### src/rtl/hbmc_bus_sequencer_if.sv
// Host-side command/write/read handshakes plus the per-pin HyperBus drive signals.
// Pure wiring bundle; no latency of its own.
// Backpressure is carried by cmd_ready and wr_ready; the sequencer side uses the slave modport.
interface hbmc_bus_sequencer_if;
  // command channel
  logic        cmd_valid;
  logic        cmd_ready;
  logic        cmd_wr;
  logic        cmd_reg;
  logic [31:0] cmd_addr;
  logic [7:0]  cmd_len;
  // write data from a show-ahead FIFO
  logic        wr_valid;
  logic [15:0] wr_data;
  logic [1:0]  wr_mask;
  logic        wr_ready;
  // read capture path and RWDS level
  logic        rd_word_valid;
  logic        rwds_in;
  // HyperBus pin control
  logic        hb_cs_n;
  logic        hb_ck_en;
  logic        dq_t;
  logic [15:0] dq_sdr;
  logic        rwds_t;
  logic [1:0]  rwds_sdr;
  // status
  logic        busy;
  logic        rd_timeout;

  modport slave (
    input  cmd_valid, cmd_wr, cmd_reg, cmd_addr, cmd_len,
    input  wr_valid, wr_data, wr_mask,
    input  rd_word_valid, rwds_in,
    output cmd_ready, wr_ready,
    output hb_cs_n, hb_ck_en, dq_t, dq_sdr, rwds_t, rwds_sdr,
    output busy, rd_timeout
  );

  modport master (
    output cmd_valid, cmd_wr, cmd_reg, cmd_addr, cmd_len,
    output wr_valid, wr_data, wr_mask,
    output rd_word_valid, rwds_in,
    input  cmd_ready, wr_ready,
    input  hb_cs_n, hb_ck_en, dq_t, dq_sdr, rwds_t, rwds_sdr,
    input  busy, rd_timeout
  );
endinterface

### src/rtl/hbmc_bus_sequencer.sv
// HyperBus transaction sequencer: CA phase, initial latency, write/read data phase, CS recovery.
// Latency: CA0 one clock after command handshake; data at +4+N (register write +4); idle TRWR+1 after last data.
// Backpressure: cmd_ready only in IDLE; write data popped as offered (dummy word or CK stall when empty).
module hbmc_bus_sequencer #(
  parameter int LATENCY    = 6,
  parameter int TRWR       = 2,
  parameter int RD_TIMEOUT = 32
) (
  input logic             clk,
  input logic             arstn,
  hbmc_bus_sequencer_if.slave bus
);

  localparam int TW = $clog2(RD_TIMEOUT + 1);

  typedef enum logic [2:0] {IDLE, CA0, CA1, CA2, LAT, WRITE, READ, RECOV} state_t;

  state_t        state;
  logic          wr_q;
  logic          reg_q;
  logic          dbl;
  logic [31:0]   ca_q;
  logic [8:0]    cnt;
  logic [7:0]    wait_cnt;
  logic [TW-1:0] tmr;
  logic          ready_q;
  logic          busy_q;
  logic          cs_n_q;
  logic          ck_en_q;
  logic          dq_t_q;
  logic          rwds_t_q;
  logic          tmo_q;
  logic [15:0]   dq_q;

  logic [47:0]   ca_new;
  logic          in_write;
  logic          wr_last;
  logic          rd_last;
  logic          rd_abort;
  logic          to_recov;

  // Command/address word built straight from the command inputs so CA0 can leave on the handshake edge.
  assign ca_new = {~bus.cmd_wr, bus.cmd_reg, 1'b1, bus.cmd_addr[31:3], 13'd0, bus.cmd_addr[2:0]};

  assign in_write = (state == WRITE);
  assign wr_last  = in_write && bus.wr_valid && (cnt == 9'd1);
  assign rd_last  = (state == READ) && bus.rd_word_valid && (cnt == 9'd1);
  assign rd_abort = (state == READ) && !bus.rd_word_valid && (tmr == TW'(RD_TIMEOUT - 2));
  assign to_recov = wr_last || rd_last || rd_abort;

  // Sequencer FSM; every pin-control output is registered alongside the state.
  always_ff @(posedge clk or negedge arstn) begin
    if (!arstn) begin
      state    <= IDLE;
      wr_q     <= 1'b0;
      reg_q    <= 1'b0;
      dbl      <= 1'b0;
      ca_q     <= 32'd0;
      cnt      <= 9'd0;
      wait_cnt <= 8'd0;
      tmr      <= '0;
      ready_q  <= 1'b0;
      busy_q   <= 1'b0;
      cs_n_q   <= 1'b1;
      ck_en_q  <= 1'b0;
      dq_t_q   <= 1'b1;
      rwds_t_q <= 1'b1;
      tmo_q    <= 1'b0;
      dq_q     <= 16'd0;
    end else begin
      tmo_q <= 1'b0;
      case (state)
        IDLE: begin
          if (bus.cmd_valid && ready_q) begin
            state   <= CA0;
            wr_q    <= bus.cmd_wr;
            reg_q   <= bus.cmd_reg;
            ca_q    <= ca_new[31:0];
            cnt     <= {bus.cmd_len == 8'd0, bus.cmd_len};
            ready_q <= 1'b0;
            busy_q  <= 1'b1;
            cs_n_q  <= 1'b0;
            ck_en_q <= 1'b1;
            dq_t_q  <= 1'b0;
            dq_q    <= ca_new[47:32];
          end else begin
            ready_q <= 1'b1;
          end
        end
        CA0: begin
          state <= CA1;
          dq_q  <= ca_q[31:16];
        end
        CA1: begin
          state <= CA2;
          dq_q  <= ca_q[15:0];
          dbl   <= bus.rwds_in;
        end
        CA2: begin
          dq_q <= 16'd0;
          if (wr_q && reg_q) begin
            // register writes carry no latency and exactly one word
            state <= WRITE;
            cnt   <= 9'd1;
          end else begin
            state    <= LAT;
            dq_t_q   <= 1'b1;
            wait_cnt <= dbl ? 8'(2 * LATENCY - 1) : 8'(LATENCY - 1);
          end
        end
        LAT: begin
          if (wait_cnt == 8'd0) begin
            tmr <= '0;
            if (wr_q) begin
              state    <= WRITE;
              dq_t_q   <= 1'b0;
              rwds_t_q <= 1'b0;
            end else begin
              state <= READ;
            end
          end else begin
            wait_cnt <= wait_cnt - 8'd1;
          end
        end
        WRITE: begin
          if (bus.wr_valid) cnt <= cnt - 9'd1;
        end
        READ: begin
          if (bus.rd_word_valid) begin
            cnt <= cnt - 9'd1;
            tmr <= '0;
          end else begin
            tmr <= tmr + 1'b1;
          end
        end
        RECOV: begin
          if (wait_cnt == 8'd0) begin
            state   <= IDLE;
            ready_q <= 1'b1;
            busy_q  <= 1'b0;
          end else begin
            wait_cnt <= wait_cnt - 8'd1;
          end
        end
        default: state <= IDLE;
      endcase
      if (to_recov) begin
        state    <= RECOV;
        wait_cnt <= 8'(TRWR - 1);
        cs_n_q   <= 1'b1;
        ck_en_q  <= 1'b0;
        dq_t_q   <= 1'b1;
        rwds_t_q <= 1'b1;
        dq_q     <= 16'd0;
        tmo_q    <= rd_abort;
      end
    end
  end

  // In WRITE the FIFO head passes straight through so the pop strobe and its word share a cycle;
  // an empty FIFO sends a fully masked dummy word (memory) or stops CK (register).
  assign bus.wr_ready   = in_write & bus.wr_valid;
  assign bus.dq_sdr     = !in_write ? dq_q : (bus.wr_valid ? bus.wr_data : 16'h0000);
  assign bus.rwds_sdr   = !in_write ? 2'b00 : (bus.wr_valid ? bus.wr_mask : 2'b11);
  assign bus.hb_ck_en   = ck_en_q & ~(in_write & reg_q & ~bus.wr_valid);
  assign bus.cmd_ready  = ready_q;
  assign bus.busy       = busy_q;
  assign bus.hb_cs_n    = cs_n_q;
  assign bus.dq_t       = dq_t_q;
  assign bus.rwds_t     = rwds_t_q;
  assign bus.rd_timeout = tmo_q;

endmodule

### src/flat_wrapper.sv
// flat-port wrapper written by rule: the top's interface ports become plain ports
module hbmc_bus_sequencer_flat 
#(
  parameter int LATENCY    = 6,
  parameter int TRWR       = 2,
  parameter int RD_TIMEOUT = 32
)
  (clk, arstn, bus_cmd_valid, bus_cmd_wr, bus_cmd_reg, bus_cmd_addr, bus_cmd_len, bus_wr_valid, bus_wr_data, bus_wr_mask, bus_rd_word_valid, bus_rwds_in, bus_cmd_ready, bus_wr_ready, bus_hb_cs_n, bus_hb_ck_en, bus_dq_t, bus_dq_sdr, bus_rwds_t, bus_rwds_sdr, bus_busy, bus_rd_timeout);
  hbmc_bus_sequencer_if bus_i ();
  input logic clk;
  input logic arstn;
  input wire logic [$bits(bus_i.cmd_valid)-1:0] bus_cmd_valid;
  input wire logic [$bits(bus_i.cmd_wr)-1:0] bus_cmd_wr;
  input wire logic [$bits(bus_i.cmd_reg)-1:0] bus_cmd_reg;
  input wire logic [$bits(bus_i.cmd_addr)-1:0] bus_cmd_addr;
  input wire logic [$bits(bus_i.cmd_len)-1:0] bus_cmd_len;
  input wire logic [$bits(bus_i.wr_valid)-1:0] bus_wr_valid;
  input wire logic [$bits(bus_i.wr_data)-1:0] bus_wr_data;
  input wire logic [$bits(bus_i.wr_mask)-1:0] bus_wr_mask;
  input wire logic [$bits(bus_i.rd_word_valid)-1:0] bus_rd_word_valid;
  input wire logic [$bits(bus_i.rwds_in)-1:0] bus_rwds_in;
  output wire logic [$bits(bus_i.cmd_ready)-1:0] bus_cmd_ready;
  output wire logic [$bits(bus_i.wr_ready)-1:0] bus_wr_ready;
  output wire logic [$bits(bus_i.hb_cs_n)-1:0] bus_hb_cs_n;
  output wire logic [$bits(bus_i.hb_ck_en)-1:0] bus_hb_ck_en;
  output wire logic [$bits(bus_i.dq_t)-1:0] bus_dq_t;
  output wire logic [$bits(bus_i.dq_sdr)-1:0] bus_dq_sdr;
  output wire logic [$bits(bus_i.rwds_t)-1:0] bus_rwds_t;
  output wire logic [$bits(bus_i.rwds_sdr)-1:0] bus_rwds_sdr;
  output wire logic [$bits(bus_i.busy)-1:0] bus_busy;
  output wire logic [$bits(bus_i.rd_timeout)-1:0] bus_rd_timeout;
  assign bus_i.cmd_valid = bus_cmd_valid;
  assign bus_i.cmd_wr = bus_cmd_wr;
  assign bus_i.cmd_reg = bus_cmd_reg;
  assign bus_i.cmd_addr = bus_cmd_addr;
  assign bus_i.cmd_len = bus_cmd_len;
  assign bus_i.wr_valid = bus_wr_valid;
  assign bus_i.wr_data = bus_wr_data;
  assign bus_i.wr_mask = bus_wr_mask;
  assign bus_i.rd_word_valid = bus_rd_word_valid;
  assign bus_i.rwds_in = bus_rwds_in;
  assign bus_cmd_ready = bus_i.cmd_ready;
  assign bus_wr_ready = bus_i.wr_ready;
  assign bus_hb_cs_n = bus_i.hb_cs_n;
  assign bus_hb_ck_en = bus_i.hb_ck_en;
  assign bus_dq_t = bus_i.dq_t;
  assign bus_dq_sdr = bus_i.dq_sdr;
  assign bus_rwds_t = bus_i.rwds_t;
  assign bus_rwds_sdr = bus_i.rwds_sdr;
  assign bus_busy = bus_i.busy;
  assign bus_rd_timeout = bus_i.rd_timeout;
  hbmc_bus_sequencer #(.LATENCY(LATENCY), .TRWR(TRWR), .RD_TIMEOUT(RD_TIMEOUT)) u_core (.clk(clk), .arstn(arstn), .bus(bus_i));
endmodule
### config.mk
export PLATFORM = sky130hd
export DESIGN_NAME = hbmc_bus_sequencer_flat
export DESIGN_NICKNAME = d
export VERILOG_FILES = /design/src/rtl/hbmc_bus_sequencer_if.sv /design/src/rtl/hbmc_bus_sequencer.sv /design/src/flat_wrapper.sv
export SDC_FILE = /design/constraint.sdc
export NUM_CORES = 1
export LEC_CHECK = 0
export CAP_MARGIN = 20
export CORE_ASPECT_RATIO = 1.25
export CORE_UTILIZATION = 40
export CTS_BUF_LIST = sky130_fd_sc_hd__clkbuf_4
export DETAILED_ROUTE_END_ITERATION = 8
export PLACE_DENSITY_LB_ADDON = 0.25
export SETUP_SLACK_MARGIN = 0.15
export SYNTH_ARGS = -nofsm -noshare
export SYNTH_HDL_FRONTEND = slang
export SYNTH_SLANG_ARGS = --single-unit
### constraint.sdc
create_clock -name clk -period 2.2 [get_ports clk]
set_input_delay 0.33 -clock clk [delete_from_list [all_inputs] [get_ports clk]]
set_output_delay 0.33 -clock clk [all_outputs]
set_load 0.005 [all_outputs]
==> results of run 1 <==
## worst register-to-register path, cell delays in order, from the launching register on
cell and delay, ns:
dfrtp_1 0.42, buf_4 0.15, buf_6 0.12, ha_4 0.17, buf_6 0.13, nor2b_2 0.16
a221oi_2 0.28, buf_4 0.21, nand3_2 0.08, a22o_1 0.22
## final cells by class
class,instances,area (µm²)
fill,885,4220
multi-input combinational,365,2380
sequential,71,1780
timing repair buffer,140,1380
tap,129,161
clock buffer,10,75.1
clock inverter,6,61.3
inverter,12,45.0
## stage by stage
step	instance area [µm²]	total power, µW	worst slack [ns]	hold WS, ns
finish	5890	2330	0.132	0.379
global route	5890	2420	0.0289	0.410
CTS	5690	2350	0.0315	0.381
detailed placement	5380	1520	0.0333	0.317
global placement	5380	1520	0.125	0.320
floorplan	4170	1360	0.302	0.0344
## routing by layer
layer  GRT usage  routed length, µm  vias to the layer above
li1            -                  -                     1969
met1       0.274               5030                     2002
met2       0.410               6250                      141
met3      0.0391                632                       19
met4       0.107                252                        0
met5           0                  0                        -
## cells by family after synthesis
family / Yosys count
and+or+nand+nor: 204
buffers and inverters: 43
AOI/OAI and AO/OA: 144
DFF: 71
muxes: 6
adders and majority gates: 10
xor gates and xnor gates: 1
## sequential cells by signal, summed over array words and instances, names as in the netlist
| signal | flops |
|---|---|
| u_core.ck_en_q | 1 |
| u_core.tmr | 6 |
| u_core.wr_q | 1 |
| u_core.bus.rwds_t | 1 |
| u_core.state | 3 |
| u_core.reg_q | 1 |
| u_core.bus.dq_t | 1 |
| u_core.dbl | 1 |
| u_core.dq_q | 16 |
| u_core.bus.busy | 1 |
| u_core.bus.rd_timeout | 1 |
| u_core.bus.hb_cs_n | 1 |
| u_core.wait_cnt | 8 |
| u_core.ca_q | 19 |
| u_core.cnt | 9 |
| u_core.bus.cmd_ready | 1 |
## placed cells by master, fill, tap and decap left out, drive strengths merged, types with 10 or more instances in the layout
master         synthesis  final
dfrtp                 68     68
clkbuf                15     14
nor2                  35     35
nand3                 19     19
ha                    10     10
inv                   12     12
a21oi                 25     25
nand2                106    106
a22oi                 19     19
o21ai                 31     31
a211oi                21     21
buf                   16     59
clkdlybuf4s50          0     70
## final timing paths
| kind | cells past startpoint | startpoint | to | slack, ns |
|---|---|---|---|---|
| worst max-delay path | 8 | u_core.state[1] | bus_dq_sdr[2] | 0.13 |
| worst min register to register | 2 | u_core.bus.hb_cs_n | u_core.bus.hb_cs_n | 0.47 |
| worst min-delay path | 2 | arstn | u_core.cnt[2] | 0.38 |
| min in group clk | 3 | bus_cmd_addr[9] | u_core.ca_q[22] | 0.40 |
| max in group asynchronous | 3 | arstn | u_core.bus.rwds_t | 1.19 |
| worst max register to register | 9 | u_core.state[1] | u_core.cnt[8] | 0.17 |
## timing repair
action	CTS	global route
endpoints found under the hold margin	31	0
endpoints found under the setup margin	39	58
gates resized for setup	80	70
gates cloned	1	3
hold buffers	1	0
buffers inserted	9	5
pin swaps	0	10
## power by group through the flow
stage	Sequential, µW	Clock (µW)	Combinational [µW]
final	1300	835	191
after global routing	1310	899	212
after CTS	1300	853	191
after detailed placement	1330	0	188
after global placement	1330	0	187
after floorplan	1330	0	27.5
==> metrics.md, run 1 <==
| Metric | Value |
|---|---|
| # port buffers | between 90 and 100 |
| Slew @ Worst Pin | 0.494 ns |
| Worst Setup Start Kind | flop |
| Synth-to-layout area growth | 41.0% |
| Gr usage total | 0.231 |
| Core Util, Final | 0.583 |
| Starting Density | 0.413 |
| Required time worst endpoint | 1.87 ns |
| GR Overflow Total | 0 |
| DR WL/cell | 16.6 µm |
| Outcome | completed |
| Std-Cell Rows | just over 40 |
| Synth Instances | ~480 |
| Net Switching | ~550 µW |
| Slowest Stage Delay on Critical Path | 0.42 ns |
| Library cells used by synthesis | 68 |
| Critical path peak fanout | 6 |
| Share of cells above drive strength 1 | 0.240 |
| WL final | 12.2 mm |
| Vias | 4131 |
| Crit Path Class | flop to primary output |
| Die footprint | roughly 11000 µm² |
| IO Count | just over 90 |
| Syn avg cell area | roughly 8.7 µm² |
| Largest net degree at the start of global routing | 40 |
| Drt initial violations | 291 |
| Most used DFF post-synth | dfrtp_1 |
| Clock latency on the worst-skew pair | 0.44 ns |
| Pins Over Slew Limit | 0 |
| Num CTS Buffers | 9 |
| HPWL after DPL | 8.02 mm |
| N_diodes | 0 |
| First-pass GRT wire length | between 15 and 20 mm |
| Yosys top cell area share | 0.408 |
| Post-synthesis xor/xnor area fraction | 0.00210 |
| P_leak | 0.00254 µW |
| Die width | between 90 and 100 µm |
| CP max stage cell | dfrtp_1 |
| CTS clk-pin slew, worst paths | roughly 0.13 ns |
| Synth Net Count | 555 |
| Dominant cell by count in the synthesized netlist | nand2_1 |
| Critical path arrival | 1.74 ns |
| Crit. End Element | primary output |
| Asr flop ratio synth | 1.00 |
| Die Ht | 116 µm |
| Final antenna-violating net count | 0 |
| Max Clock Freq | just under 0.5 GHz |
| Part of the power in combinational logic | 0.082 |
| # DRC | 0 |
| # clock sinks | 71 |
| Max H-tree Level | 3 |
| Bufs and invs on worst path | 4 |
| Synth area leader | dfrtp_1 |
| Final GP Congestion | 0.893 |
| Sw Ratio | 0.235 |
| Seq pwr share | 0.560 |
| RSZ-0062 raised after global routing | yes |
| Clock Tree Root | clkbuf_4 |
| DR pass1 iterations | 5 |
| Power Density | 396 nW/µm² |
| Area fraction in compound gates after synthesis | 0.243 |
| #FFs+latches synth | 71 |
| CTS tree | yes |
| Crit path time final | 2.07 ns |
| P_int | 1780 µW |
| Hold Path Class | input pin to async pin |
| Post-Route Skew | 0.0182 ns |
| Simple-Gate Fraction of Synth Area | 0.230 |
| Final nets | around 680 |
| Synth Area in Adders | 0.0300 |
| Commonest cells in the netlist | nand2_1 (106), dfrtp_1 (68), nor2_1 (34) |
| Syn. warnings | 0 |
| Dpl cells | 698 |
| CP top delay family | buffers and inverters |
| Avg Vias per Cell | 5.64 |
| Core ar. | 10100 µm² |
| Clk buf depth | 2 |
| Max-cap viol count | 0 |
| Synth top area cells | dfrtp_1 (41%), nand2_1 (9.5%), o21ai_0 (3.5%), a211oi_1 (3.4%), a22oi_1 (3.4%) |
| Final Hold Vio Count | 0 |
| Crit-path cells | inv_2 > ha_4 > nand2_8 > buf_12 > buf_12 > nand2_4 > o21ai_1 > buf_2 |
| Main combinational cell family by area after synthesis | compound AO/OA/AOI/OAI gates |
| Post-synth EDFFs | 0 |
| Setup-failing EPs final | 0 |
| Seq/Total Area, Yosys | 0.427 |
| Final cell count without fillers | 733 |
| Max IR drop VDD | 294 µV |
| Final period util | 0.940 |
| Vias in the first global route | 4161 |
| Setup TNS | 0 ns |
| Synth Cell Area | 4170 µm² |
| Clock power share | 0.358 |
| Antenna violations before repair | 0 |
| Slew headroom | 0.666 |
| Post-synthesis mux area share | 0.0156 |
| Worst path most repeated cell | buf_12 |
(Power assumes the default switching activity.)
==> inputs of run 2 (changes only) <==
--- a/config.mk
+++ b/config.mk
@@ -7,11 +7,12 @@
 export LEC_CHECK = 0
 export CAP_MARGIN = 20
 export CORE_ASPECT_RATIO = 1.25
-export CORE_UTILIZATION = 40
+export CORE_UTILIZATION = 30
 export CTS_BUF_LIST = sky130_fd_sc_hd__clkbuf_4
 export DETAILED_ROUTE_END_ITERATION = 8
 export PLACE_DENSITY_LB_ADDON = 0.25
 export SETUP_SLACK_MARGIN = 0.15
+export SKIP_CTS_REPAIR_TIMING = 1
 export SYNTH_ARGS = -nofsm -noshare
 export SYNTH_HDL_FRONTEND = slang
 export SYNTH_SLANG_ARGS = --single-unit
==> run 2 against run 1 <==
Net effect: sequential share of layout area increased by 0.74 points; largest cell class unchanged; hold slack improved by 0.011 ns; largest power group unchanged; clock-buffer cell count unchanged; clock power increased by 6.8%; design area decreased by 2.4%; total power increased by 2.3%; core utilization decreased by 15 points; combinational power decreased by 2%; critical endpoint is now bus_hb_ck_en; sequential cell count unchanged; non-clock buffer count decreased by 11.
==> metrics.md, run 2 (synthesized netlist as in run 1, its figures left out) <==
| Metric | Value |
|---|---|
| Share of cells above drive strength 1 | 0.177 (-0.0630) |
| Max-cap viol count | 0 (unchanged) |
| Core ar. | 13400 µm² (+33%) |
| Cell Area, Placed | 5420 µm² (+0.70%) |
| Clk buf depth | 2 (unchanged) |
| IO Count | 92 (unchanged) |
| DR pass1 iterations | 4 (-1) |
| Min-delay src | bus_cmd_addr[7] |
| Overall power | 2380 µW (+2.3%) |
| Largest registers | u_core.ca_q: 19 flops, u_core.dq_q: 16 flops, u_core.cnt: 9 flops |
| Final period util | 0.972 (+0.0321) |
| Final nets | 664 (-1.6%) |
| Fin worst setup slack | 0.0618 ns (-0.0706 ns) |
| Footprint of the multi-input gates | 2270 µm² (-4.6%) |
| P_leak | 0.00258 µW (+1.3%) |
| Crit path time final | 2.14 ns (+0.0706 ns) |
| Num CTS Buffers | 9 (unchanged) |
| Clock latency on the worst-skew pair | 0.45 ns (about the same) |
| WL final | 12.3 mm (+1.1%) |
| Seq. cell area | 1780 µm² (unchanged) |
| Crit-path cells | inv_2 > ha_4 > nand2_8 > buf_12 > o31a_1 > clkbuf_2 |
| Required time worst endpoint | 1.87 ns (about the same) |
| Commonest non-fill, non-tap cell in the layout | nand2_1 |
| Setup-failing EPs final | 0 (unchanged) |
| Die Ht | 134 µm (+15%) |
| RSZ-0062 raised after global routing | yes |
| Starting Density | 0.311 (-0.102) |
| CP max stage cell | dfrtp_1 |
| Pins Over Slew Limit | 0 (unchanged) |
| Fill count | 1371 (+55%) |
| Max IR drop VDD | 266 µV (-9.6%) |
| CTS tree | yes |
| Max reg flops | 19 (unchanged) |
| Antenna violations before repair | 1 (+1) |
| # port buffers | 91 (unchanged) |
| Setup TNS | 0 ns (unchanged) |
| Avg Vias per Cell | 5.23 (-7.2%) |
| Reg with most FFs | u_core.ca_q |
| Max H-tree Level | 3 (unchanged) |
| Post-Route Skew | 0.0117 ns (-0.00651 ns) |
| DR WL/cell | 16.1 µm (-3.1%) |
| HPWL after DPL | 8.30 mm (+3.6%) |
| Die width | 108 µm (+15%) |
| Worst setup path startpoint | u_core.state[1] |
| FF-to-FF Start | u_core.state[0] |
| Slowest Stage Delay on Critical Path | 0.44 ns (+0.02 ns) |
| Gr usage total | 0.173 (-0.0587) |
| Crit. End Element | primary output |
| Final antenna-violating net count | 0 (unchanged) |
| Hold Path Class | input pin to flop |
| Crit Path Class | flop to primary output |
| Vias | 3999 (-3.2%) |
| Worst slack at placement | 0.0862 ns (+0.0529 ns) |
| Outcome | completed |
| First-pass GRT wire length | 19.5 mm (-0.32%) |
| Synth-to-layout area growth | 37.6% |
| Final GP Congestion | 0.844 (-5.5%) |
| Final instance area | 5750 µm² (-2.4%) |
| Slew @ Worst Pin | 0.529 ns (+0.0348 ns) |
| Bufs and invs on worst path | 3 (-1) |
| GR Overflow Total | 0 (unchanged) |
| CP top delay family | flip-flops |
| Power Density | 415 nW/µm² (+4.8%) |
| Vias in the first global route | 3946 (-5.2%) |
| Worst Setup Start Kind | flop |
| Largest net degree at the start of global routing | 72 (+80%) |
| # clock sinks | 71 (unchanged) |
| Max Clock Freq | 0.468 GHz (-3.3%) |
| # DRC | 0 (unchanged) |
| Clock Tree Root | clkbuf_4 |
| Drt initial violations | 221 (-24%) |
| Std-Cell Rows | 47 (+15%) |
| Critical path arrival | 1.81 ns (+0.07 ns) |
| CTS clk-pin slew, worst paths | 0.14 ns (about the same) |
| Die footprint | 14400 µm² (+33%) |
| Slew headroom | 0.645 (-0.0215) |
| Final Hold Vio Count | 0 (unchanged) |
| Commonest non-fill, non-tap cells in the layout | nand2_1 (103), clkdlybuf4s50_1 (70), dfrtp_1 (67) |
| Critical path peak fanout | 4 (-2) |
-- run 2: changes by cell type in the layout (fill, tap and decap cells not counted), moves of 4 or more --
cell / previous run / this run
clkdlybuf4s15_2: 5 / 0
dlymetal6s2s_1: 0 / 8
nand2_1: 94 / 103
o21ai_2: 7 / 1
clkinvlp_4: 0 / 4
buf_4: 31 / 27
nand2_2: 8 / 2
clkbuf_2: 3 / 10
buf_6: 6 / 1
o21ai_1: 11 / 15
buf_2: 12 / 3
-- run 2: layout make-up --
class | count | share of cell area
tap | 171 | 0.0372
antenna | 1 | 0.000436
inverter | 12 | 0.00784
clock inverter | 6 | 0.0120
clock buffer | 10 | 0.0131
timing repair buffer | 129 | 0.224
sequential | 71 | 0.310
multi-input combinational | 365 | 0.396
-- run 2: path summary, 6_finish.rpt --
kind,to,slack [ns],cells after the start
setup / recovery,bus_hb_ck_en,0.06,6
max in group asynchronous,u_core.bus.rwds_t,1.40,3
hold reg to reg,u_core.bus.hb_cs_n,0.49,2
min in group asynchronous,u_core.cnt[5],0.42,3
hold / removal,u_core.ca_q[20],0.39,3
setup reg to reg,u_core.dq_q[15],0.13,7
-- run 2: power breakdown --
| group | internal (µW) | leakage (µW) | switching, µW |
|---|---|---|---|
| clock | 362 | 0.0000653 | 530 |
| combinational | 122 | 0.00157 | 64.7 |
| sequential | 1310 | 0.000939 | 0 |
-- run 2: layer usage --
metal / share of wire / wire length [µm] / up-vias / track usage
met5: 0 / 0 / - / 0
met4: 0.023 / 286 / 0 / 0.0860
met3: 0.060 / 734 / 20 / 0.0340
met2: 0.49 / 6000 / 137 / 0.273
met1: 0.43 / 5280 / 1905 / 0.224
li1: - / - / 1937 / -
-- run 2: per-stage QoR --
| stage | hold slack [ns] | cells | util |
|---|---|---|---|
| detailed placement | 0.391 | 740 | 0.404 |
| finish | 0.390 | 765 | 0.429 |
| floorplan | 0.0344 | 479 | - |
| global route | 0.368 | 765 | 0.429 |
| CTS | -0.101 | 756 | 0.415 |
| global placement | 0.395 | 740 | 0.404 |
-- run 2: worst register-to-register path: cells and delay by family, from the launching register on --
family,cells,cell delay [ns]
AOI/OAI and AO/OA,2,0.29
DFF,1,0.47
buffers and inverters,2,0.33
and+or+nand+nor,2,0.56
adders and majority gates,1,0.30
